<file path="src/rtl/rca8_seq_ctrl.sv">
// rca8_seq_ctrl - adds two 8*NBYTES-bit operands with one shared 8-bit
// ripple-carry adder. It works on one byte per clock, starting with the least
// significant byte, and passes the carry between bytes in an internal register.
//
// Optional feature: define RCA8_SEQ_SUB_EN to add the `sub` port.
// When sub=1 the block computes A-B: B is inverted and the initial carry is 1.
//
// Ports:
//   clk    in   system clock, rising edge
//   rst    in   asynchronous active-high reset
//   start  in   request pulse, accepted in IDLE or DONE
//   a, b   in   operands (8*NBYTES bits), latched on accept
//   cin    in   carry into byte 0, latched on accept
//   sub    in   (RCA8_SEQ_SUB_EN only) subtract select, latched on accept
//   busy   out  operation in progress
//   done   out  one-cycle result-valid pulse
//   sum    out  result, stable from done until the next accept
//   cout   out  carry out of the MSB byte (for subtract, 1 = no borrow)
//   ovf    out  two's-complement overflow

module rca8 (
  input  logic [7:0] x,
  input  logic [7:0] y,
  input  logic       ci,
  output logic [7:0] s,
  output logic       co
);
  logic [8:0] c;

  always_comb begin
    c[0] = ci;
    for (int i = 0; i < 8; i++) begin
      s[i]   = x[i] ^ y[i] ^ c[i];
      c[i+1] = (x[i] & y[i]) | (c[i] & (x[i] ^ y[i]));
    end
  end

  assign co = c[8];
endmodule

module rca8_seq_ctrl #(
  parameter int NBYTES = 4
) (
  input  logic                  clk,
  input  logic                  rst,
  input  logic                  start,
  input  logic [8*NBYTES-1:0]   a,
  input  logic [8*NBYTES-1:0]   b,
  input  logic                  cin,
`ifdef RCA8_SEQ_SUB_EN
  input  logic                  sub,
`endif
  output logic                  busy,
  output logic                  done,
  output logic [8*NBYTES-1:0]   sum,
  output logic                  cout,
  output logic                  ovf
);
  localparam int W  = 8 * NBYTES;
  localparam int IW = (NBYTES > 1) ? $clog2(NBYTES) : 1;

  localparam logic [1:0] S_IDLE = 2'd0;
  localparam logic [1:0] S_RUN  = 2'd1;
  localparam logic [1:0] S_DONE = 2'd2;

  logic [1:0]    state;
  logic [IW-1:0] idx;
  logic          carry;
  logic          drain;
  logic [W-1:0]  a_q, b_q;
  logic          sub_q;
  logic          sub_in;
  logic          c0;

  logic [7:0]    a_byte, b_eff, s_byte;
  logic          c_byte;
  logic          last;

`ifdef RCA8_SEQ_SUB_EN
  assign sub_in = sub;
`else
  assign sub_in = 1'b0;
`endif

  // Subtraction forces the initial carry to 1 and ignores cin.
  assign c0 = sub_in ? 1'b1 : cin;

  assign a_byte = a_q[{idx, 3'b000} +: 8];
  assign b_eff  = b_q[{idx, 3'b000} +: 8] ^ {8{sub_q}};
  assign last   = (idx == IW'(NBYTES - 1));

  rca8 u_rca8 (
    .x  (a_byte),
    .y  (b_eff),
    .ci (carry),
    .s  (s_byte),
    .co (c_byte)
  );

  // After the last byte is written, RUN stays active for one more cycle
  // (`drain`). That gives the accept-to-done latency of NBYTES+1 edges and
  // leaves the full result on the bus for a cycle before done pulses.
  always_ff @(posedge clk or posedge rst) begin
    if (rst) begin
      state <= S_IDLE;
      idx   <= '0;
      carry <= 1'b0;
      drain <= 1'b0;
      a_q   <= '0;
      b_q   <= '0;
      sub_q <= 1'b0;
      sum   <= '0;
      cout  <= 1'b0;
      ovf   <= 1'b0;
    end else begin
      case (state)
        S_IDLE, S_DONE: begin
          if (start) begin
            a_q   <= a;
            b_q   <= b;
            sub_q <= sub_in;
            carry <= c0;
            idx   <= '0;
            drain <= 1'b0;
            state <= S_RUN;
          end else begin
            state <= S_IDLE;
          end
        end
        S_RUN: begin
          if (drain) begin
            drain <= 1'b0;
            state <= S_DONE;
          end else begin
            sum[{idx, 3'b000} +: 8] <= s_byte;
            carry <= c_byte;
            if (last) begin
              cout  <= c_byte;
              ovf   <= (a_byte[7] == b_eff[7]) && (s_byte[7] != a_byte[7]);
              drain <= 1'b1;
            end else begin
              idx <= idx + 1'b1;
            end
          end
        end
        default: state <= S_IDLE;
      endcase
    end
  end

  assign busy = (state == S_RUN);
  assign done = (state == S_DONE);
endmodule
</file>
<file path="config.mk">
export PLATFORM = sky130hd
export DESIGN_NAME = rca8_seq_ctrl
export DESIGN_NICKNAME = d
export VERILOG_FILES = /design/src/rtl/rca8_seq_ctrl.sv
export SDC_FILE = /design/constraint.sdc
export NUM_CORES = 1
export LEC_CHECK = 0
export ABC_AREA = 1
export BUFFER_PORTS_ARGS = -buffer_cell sky130_fd_sc_hd__clkbuf_2
export CAP_MARGIN = 25
export CELL_PAD_IN_SITES_DETAIL_PLACEMENT = 1
export CELL_PAD_IN_SITES_GLOBAL_PLACEMENT = 2
export CORE_MARGIN = 3
export CORE_UTILIZATION = 37
export DETAILED_ROUTE_END_ITERATION = 10
export MAX_ROUTING_LAYER = met4
export PLACE_DENSITY_LB_ADDON = 0.1
export SLEW_MARGIN = 20
export SYNTH_ARGS = -nofsm -noshare
export SYNTH_HDL_FRONTEND = slang
export SYNTH_SLANG_ARGS = --single-unit
</file>
<file path="constraint.sdc">
create_clock -name clk -period 12.9 [get_ports clk]
set_input_delay 3.87 -clock clk [delete_from_list [all_inputs] [get_ports clk]]
set_output_delay 3.87 -clock clk [all_outputs]
set_load 0.005 [all_outputs]
</file>
---- Yosys cells after proc, flatten, opt, wreduce, memory -nomap -nowiden ----
Index checks and enable logic that the tools add are counted.
storage, ports and cells
  register bits after elaboration ......... 104
  bits of input ports ..................... 68
  word-level logic and storage cells ...... 90
cells by class
  add/subtract/negate cells ............... 2
  equal/unequal tests ..................... 9
  shift-type cells ........................ 4
  multiplexer cells ....................... 15
  bitwise gates (word level) .............. 41
  reductions and logical operators ........ 10
operators by type and width
  cell                                                                     number
  32-bit by 6-bit variable part select with 8-bit output                   2
  32-bit bitwise mux                                                       1
  8-bit by 7-bit variable shift with 32-bit output (first input constant)  1
  8-bit by 7-bit variable part select with 32-bit output                   1
  1-bit bitwise AND                                                        16
  1-bit bitwise XOR                                                        16
  2-bit two-way mux                                                        4
  1-bit bitwise OR                                                         8
  2-bit case mux with 2 select lines                                       2
  5-bit negation with 7-bit output                                         1
  1-bit two-way mux                                                        6
  2-bit != test (second input constant)                                    3
  2-bit AND reduction                                                      3
  3-bit AND reduction                                                      2
  2-bit equality test (second input constant)                              2
  1-bit case mux with 2 select lines                                       2
  4-bit AND reduction                                                      1
  2-bit by 1-bit adder with 2-bit output (second input constant)           1
  2-bit by 1-bit equality test with 1-bit output (second input constant)   1
  2-bit logical NOT                                                        1
  2-bit by 1-bit != test with 1-bit output (second input constant)         1
  2-bit nonzero test                                                       1
  2-bit OR reduction                                                       1
  1-bit equality test                                                      1
  3 further kinds                                                          3

---- Logic depth before layout (Yosys ltp) ----
Gate-level depths: netlist of the first run.
  depth in word-level cells ............... 20
  gate-level depth with buffers ........... 21
  depth with buffers taken out ............ 19

---- Modules after synthesis ----
Synthesis of the first run repeated with hierarchy kept, for this count alone.
second synthesis, totals
  cells, all modules ...................... 451
  area, all modules ....................... 4820.9 sq um
modules (own cells, without submodules)
  module         times used  cells an instance  area each (sq um)  sequential area each (sq um)
  rca8_seq_ctrl  1           433                4623.2             2602.5
  rca8           1           18                 197.7              0.0

---- Worst setup path before layout of the first run ----
No wires, ideal clock.
  path type ............................... input to register
  from .................................... input port start
  to ...................................... register a_q[0]
  arrival ................................. 4.540 ns
  required time ........................... 12.775 ns
  setup slack ............................. 8.235 ns
  stages on the path ...................... 3
  path buffers ............................ 1
  path through ............................ nand2_2 -> buf_2 -> mux2_2
on the way
  cells in the longest elaborated chain, start to end .. 1
RTL lines
  item                                  line  text
  from (decl)                           46    input logic start,
  2-bit AND reduction (no source line)  -
  to (signal assigned)                  109   a_q <= '0;
  to (signal assigned)                  119   a_q <= a;
  to (decl)                             70    logic [W-1:0] a_q, b_q;
Every way passes these cells.
A chain may end at the register's enable or synchronous reset.

---- Final worst setup path of the first run ----
  from .................................... register idx[1]
  to ...................................... register sum[31]
on the way
  cells in the longest elaborated chain, start to end .. 19
RTL lines
  item                                                                       line    text
  from (decl)                                                                67      logic [IW-1:0] idx;
  from (signal assigned)                                                     142     idx <= idx + 1'b1;
  32-bit by 6-bit variable part select with 8-bit output (on tied branches)  88, 89
  1-bit bitwise XOR                                                          33, 34
  1-bit bitwise AND                                                          34      c[i+1] = (x[i] & y[i]) | (c[i] & (x[i] ^ y[i]));
  1-bit bitwise OR                                                           34
  1-bit bitwise AND                                                          34
  1-bit bitwise OR                                                           34
  1-bit bitwise AND                                                          34
  1-bit bitwise OR                                                           34
  [... 3 more ...]                                                           -
  1-bit bitwise OR                                                           34
  1-bit bitwise AND                                                          34
  1-bit bitwise OR                                                           34
  1-bit bitwise AND                                                          34
  1-bit bitwise OR                                                           34
  1-bit bitwise XOR                                                          33      s[i] = x[i] ^ y[i] ^ c[i];
  8-bit by 7-bit variable part select with 32-bit output                     135     sum[{idx, 3'b000} +: 8] <= s_byte;
  32-bit bitwise mux *                                                       135
  to (signal, indexed assignment)                                            135
  to (decl)                                                                  55      output logic [8*NBYTES-1:0] sum,
Every way passes the cells marked *; elsewhere a longest branch is shown, timed or not.

==> flow_summary.ini, run 1 <==
[yosys]
synth_nets = 550
yosys_warnings = 0
synth.distinct_cells = 26
ys.flop_type = dfrtp_1
synth_seq_cells = 104
synth_edf_count = 0
synthesis.instances = 468
synthArstFlopShare = 1.000
synth_area_um2 = 4882
yosysSeqAreaShare = 0.5331
synth_area_leader_cell = dfrtp_1
synth_top_area_frac = 0.5331
syn_avg_cell_area_um2 = 10.43
synthTopCellsByArea = dfrtp_1 53%, mux2_2 13%, nand2_1 6.4%

[clock_network]
clk_latency_ns = 0.35
cts_resized = 0
post_cts_buffers = 0
cts.root.buffer_cell = clkbuf_16
cts_tree = done
cts.path.max_buffers = 2
clock-sinks = 104
clk_pin_slew_ns = 0.07
holdBufCountCts = 0
h-tree-depth = 3
cts_buffers = 9

[worst_hold_path]
hp-class = reg2reg
whs_path_depth = 2
worst_hold_path.endpoint = sum[20]
hp-start = sum[20]

[finish]
drive_above_1_share = 0.3540
finalNetCount = 642
area.growth.synth_to_final_pct = 19.07
final_area_um2 = 5813
layout_common_cells = 103 x dfrtp_1, 103 x clkbuf_2, 83 x nand2_1
antenna_cells = 0

[worst_setup_path]
worst-path-max-fanout = 25
ff2ff_path_depth = 18
cp-end-kind = register
r2r-start = idx[1]
worstReg2RegEnd = sum[31]
crit_required_ns = 13.10
rrSetupSlack_ns = 7.60
worstSetupPathType = reg2reg
crit_path_start_kind = register
cp.arrival_ns = 5.51

[run_status]
run_status = finished, final reports clean

[route]
ant_nets = 0
num_vias = 3551
dr.pass1.iters = 4
wire_per_inst_um = 16.16
via_per_inst = 4.818
drt_first_iter_violations = 145
wirelength_mm = 11.91
drc = 0

[global_route]
grt_remaining_overflow = 0
grt_pass1_vias = 3658
grt_pass1_wl_mm = 19.26
grt_util_all_layers = 0.1753
grt_max_degree = 80
antenna_found_initial = 0

[floorplanning]
ioPinCount = 104
die_x_um = 120.9
die_h_um = 120.9
die_area_um2 = 14610
placeableCoreArea_um2 = 12770
start_util = 0.3822
row_count = 41

[placement]
hpwl_mm = 8.378
placedInstanceArea_um2 = 5497
place_congestion = 0.8062
port_buffers = 103

[sta]
setup_viol = 0
finalHoldViolations = 0
slew_headroom = 0.4094
rsz0062_at_grt = false
post-route-period-util = 0.4112
slew_viol_final = 0
clock-skew-final_ns = 0.007185
period_needed_ns = 5.304
tightest_slew_ns = 0.8859
timing.hold.ws_ns = 0.4822
fin_setup_tns_ns = 0
fmax_mhz = 188.5

[power]
p_per_area_nw_per_um2 = 294.8
ir_worst_vdd_uv = 104.8
p_leak_nw = 2.802

[job]
drv_cap = 0
where the power goes:
group          switching, W  internal (W)  leakage, nW  total [W]
clock network      0.000118      0.000146        0.145   0.000264
registers         0.0000824      0.000480         1.28   0.000563
logic              0.000534      0.000353         1.38   0.000887
total              0.000735      0.000979         2.80    0.00171
sequential cells by signal (all words and copies together), names as in the netlist:
register and cells:
a_q 32, b_q 32, carry 1, cout 1
drain 1, idx 2, ovf 1, state 2
sum 32
synthesized netlist by cell type (2+ instances only):
master / number
mux2_2: 58
nor2_1: 42
inv_1: 25
inv_2: 2
o22ai_1: 3
nor2_4: 2
buf_6: 3
o21ai_1: 9
dfrtp_1: 104
nand3_1: 23
nand3b_1: 2
o21ai_2: 9
fa_1: 8
nand2_4: 3
a32o_1: 6
clkbuf_1: 6
buf_2: 15
nand2_1: 83
o21ai_0: 31
a21oi_1: 23
ha_1: 6
how the worst max path moves through the flow:
stage                start  endpoint  slack (ns)  cells after the start
global placement       rst    idx[0]        7.56                      3
detailed placement   start    idx[0]        7.48                      7
global route        idx[1]   sum[31]        7.17                     18
CTS                 idx[1]   sum[31]        7.57                     18
finish              idx[1]   sum[31]        7.60                     18
floorplan              rst    a_q[0]        6.30                      1
through the flow:
stage / total power, W / worst slack (ns) / util / std cells
floorplan: 0.001167 / 6.298 / - / 468
global placement: 0.001442 / 7.560 / 0.4303 / 720
detailed placement: 0.001462 / 7.483 / 0.4303 / 720
CTS: 0.001732 / 7.570 / 0.4526 / 736
global route: 0.001876 / 7.171 / 0.4551 / 737
finish: 0.001714 / 7.596 / 0.4551 / 737
layer usage:
layer	global-route usage	vias up	wire length, um
met5	-	-	0
met4	0.05524	0	173
met3	0.02797	12	382
met2	0.2782	70	5717
met1	0.2326	1730	5635
li1	-	1739	-
logic make-up (layout without fill, tap and decap cells):
family / count (synthesis) / in the layout / synth area share
AO/OA/AOI/OAI: 82 / 82 / 0.09841
adder cells (fa/ha/maj): 14 / 14 / 0.04818
buffers and inverters: 54 / 151 / 0.05100
flip-flops: 104 / 104 / 0.5331
multiplexers: 58 / 58 / 0.1338
AND/OR/NAND/NOR: 156 / 156 / 0.1356
worst max-delay path, stage by stage, from the launching register on:
cell and delay, ns:
dfrtp_1 0.56, inv_1 0.73, a21oi_1 0.09, a32o_1 0.26
fa_1 0.40, fa_1 0.41, fa_1 0.40, fa_1 0.36
inv_1 0.07, fa_1 0.15, inv_1 0.05, fa_1 0.39
fa_1 0.38, inv_1 0.08, fa_1 0.45, inv_1 0.11
nor2_1 0.08, nand3_1 0.10, o21ai_1 0.06
final cells by class:
class                      instances  area, um^2
tap                              172       215.2
inverter                          28       108.9
timing repair buffer             107       569.3
sequential                       104        2604
multi-input combinational        310        2031
clock inverter                     3       15.01
fill                            1461        6960
clock buffer                      13       270.3
Power figures use the tool's default switching activity.
==> run 2, diff against run 1 <==
ABC_AREA = 0   (was 1)
CORE_UTILIZATION = 30   (was 37)
clock period = 4.4 ns   (was 12.9 ns; I/O delays follow)
==> flow_summary.ini, run 2 <==
[yosys]
syn_avg_cell_area_um2 = 10.21
synth_common_cells = 228 x nand2_1, 104 x dfrtp_1, 26 x o31ai_1
synthTopCellsByArea = dfrtp_1 54%, nand2_1 18%, mux4_2 5.2%
synth_area_leader_cell = dfrtp_1
synth_nets = 551
synth_area_um2 = 4787
ys.flop_type = dfrtp_1
synth.most_common_cell = nand2_1
synthesis.instances = 469
synth.distinct_cells = 31
synthArstFlopShare = 1.000
yosysSeqAreaShare = 0.5436
synth_edf_count = 0
synth_top_area_frac = 0.5436
yosys_warnings = 0
synth_seq_cells = 104

[worst_setup_path]
crit_slowest_cell = fa_1
cp.arrival_ns = 4.46
cp-end-kind = register
rrSetupSlack_ns = 0.20
worstSetupPathType = reg2reg
crit_top_cell = fa_2
crit_path_start_kind = register
crit_required_ns = 4.65
path_depth = 15
worst-path-max-fanout = 4
crit_family = adder cells
ff2ff_path_depth = 15
critPathLaunch = idx[0]
r2r-start = idx[0]
slowest_delay_ns = 0.46
critPathBufInv = 4
path_cells = mux4_2, inv_1, fa_2, fa_2, fa_2, fa_2, inv_1, fa_1, inv_1, fa_2, fa_2, inv_1, fa_1, xnor2_1, o31ai_1

[sta]
slew_headroom = 0.4975
fmax_mhz = 238.0
rsz0062_at_grt = false
setup_viol = 0
fin_setup_tns_ns = 0
post-route-period-util = 0.9548
timing.hold.ws_ns = 0.4691
slew_viol_final = 0
period_needed_ns = 4.201
finalHoldViolations = 0
clock-skew-final_ns = 0.007546
tightest_slew_ns = 0.7495

[finish]
layout_common_cells = 228 x nand2_1, 103 x dfrtp_1, 103 x clkbuf_2
area.growth.synth_to_final_pct = 22.63
fin_util = 0.3805
multi_input_area_um2 = 1973
register_area_um2 = 2604
top_regs = a_q: 32 flops, b_q: 32 flops, sum: 32 flops
drive_above_1_share = 0.2865
fillers = 1803
finalNetCount = 646
antenna_cells = 0
finalNonFillerCells = 780
final_common_cell = nand2_1

[clock_network]
post_cts_buffers = 0
cts_buffers = 9
clk_pin_slew_ns = 0.07
h-tree-depth = 3
cts_tree = done
cts.root.buffer_cell = clkbuf_16
clock-sinks = 104
cts.path.max_buffers = 2
clk_latency_ns = 0.35

[placement]
hpwl_mm = 9.265
numPlacedInstances = 763
port_buffers = 103
place_congestion = 0.7480

[route]
num_vias = 3507
drt_first_iter_violations = 160
wire_per_inst_um = 15.84
drc = 0
wirelength_mm = 12.36
ant_nets = 0
via_per_inst = 4.496
dr.pass1.iters = 4

[floorplanning]
ioPinCount = 104
die_x_um = 132.3
row_count = 45
placeableCoreArea_um2 = 15430
start_util = 0.3103
die_area_um2 = 17510
die_h_um = 132.3

[worst_hold_path]
hp-class = reg2reg
hp-start = a_q[17]
whs_path_depth = 2

[global_route]
grt_remaining_overflow = 0
antenna_found_initial = 0
grt_pass1_vias = 3678
grt_pass1_wl_mm = 20.36
grt_util_all_layers = 0.1528
grt_max_degree = 105

[run_status]
run_status = finished, final reports clean

[job]
drv_cap = 0

[power]
ir_worst_vdd_uv = 348.7
p_per_area_nw_per_um2 = 835.1
p_leak_nw = 3.030
[run 2: cell count changes after synthesis, moves of 9 or more]
cell and delta:
nand2_1 +145, mux2_2 -57, nor2_1 -42, o21ai_0 -30, o31ai_1 +26, a21oi_1 -23
nand3_1 -22, mux4_2 +11, o21ai_1 -9, o21ai_2 -9
[run 2: routing by layer]
| metal | GRT usage | share of wire | up-vias |
|---|---|---|---|
| met5 | - | 0 | - |
| met4 | 0.05196 | 0.016 | 0 |
| met3 | 0.02901 | 0.034 | 18 |
| met2 | 0.2300 | 0.47 | 69 |
| met1 | 0.2082 | 0.48 | 1704 |
| li1 | - | - | 1716 |
[run 2: through the flow]
stage / worst slack [ns] / cell area (um^2) / power (W)
floorplan: 0.001224 / 4793 / 0.003187
global placement: 0.06964 / 5503 / 0.004026
detailed placement: 0.05045 / 5518 / 0.004092
CTS: 0.01568 / 5837 / 0.004958
global route: 0.01566 / 5871 / 0.005360
finish: 0.1987 / 5871 / 0.004903
[run 2: worst min-delay path: stages, from the launching register on]
cell,delay [ns]
dfrtp_1,0.34
nand2_1,0.05
nand2_1,0.05
[run 2: final cells by class]
type / count / area share
flip-flops and latches: 104 / 0.4435
multi-input cells: 314 / 0.3361
repair buffers: 113 / 0.1061
clock buffers: 14 / 0.04838
well taps: 211 / 0.04497
inverters: 22 / 0.01492
clock inverters: 2 / 0.005968
[run 2: worst paths after layout]
kind | endpoint
worst max-delay path | ovf
worst min-delay path | a_q[17]
worst max register to register | ovf
worst min register to register | a_q[17]
max in group asynchronous | sum[5]
min in group asynchronous | sum[21]
[run 2: power by group]
part / switching [W] / leakage, nW / total (W) / internal, W
sequential: 0.000262 / 1.33 / 0.00163 / 0.00137
combinational: 0.00144 / 1.54 / 0.00243 / 0.000987
clock: 0.000343 / 0.159 / 0.000845 / 0.000503
total: 0.00205 / 3.03 / 0.00490 / 0.00286
[run 2: repair_timing]
action	in CTS	in global routing
gates resized for setup	0	6
endpoints found under the setup margin	0	5
hold buffers	0	0
[run 2: cells by family (layout without fill, tap and decap cells)]
kind of cell,after synthesis,in the layout,synth area share
fa+ha+maj,14,14,0.04914
flops,104,104,0.5436
compound gates,38,38,0.06691
simple gates,244,244,0.2075
xor+xnor,1,1,0.001830
buf+inv,51,151,0.04940
mux,17,17,0.08155
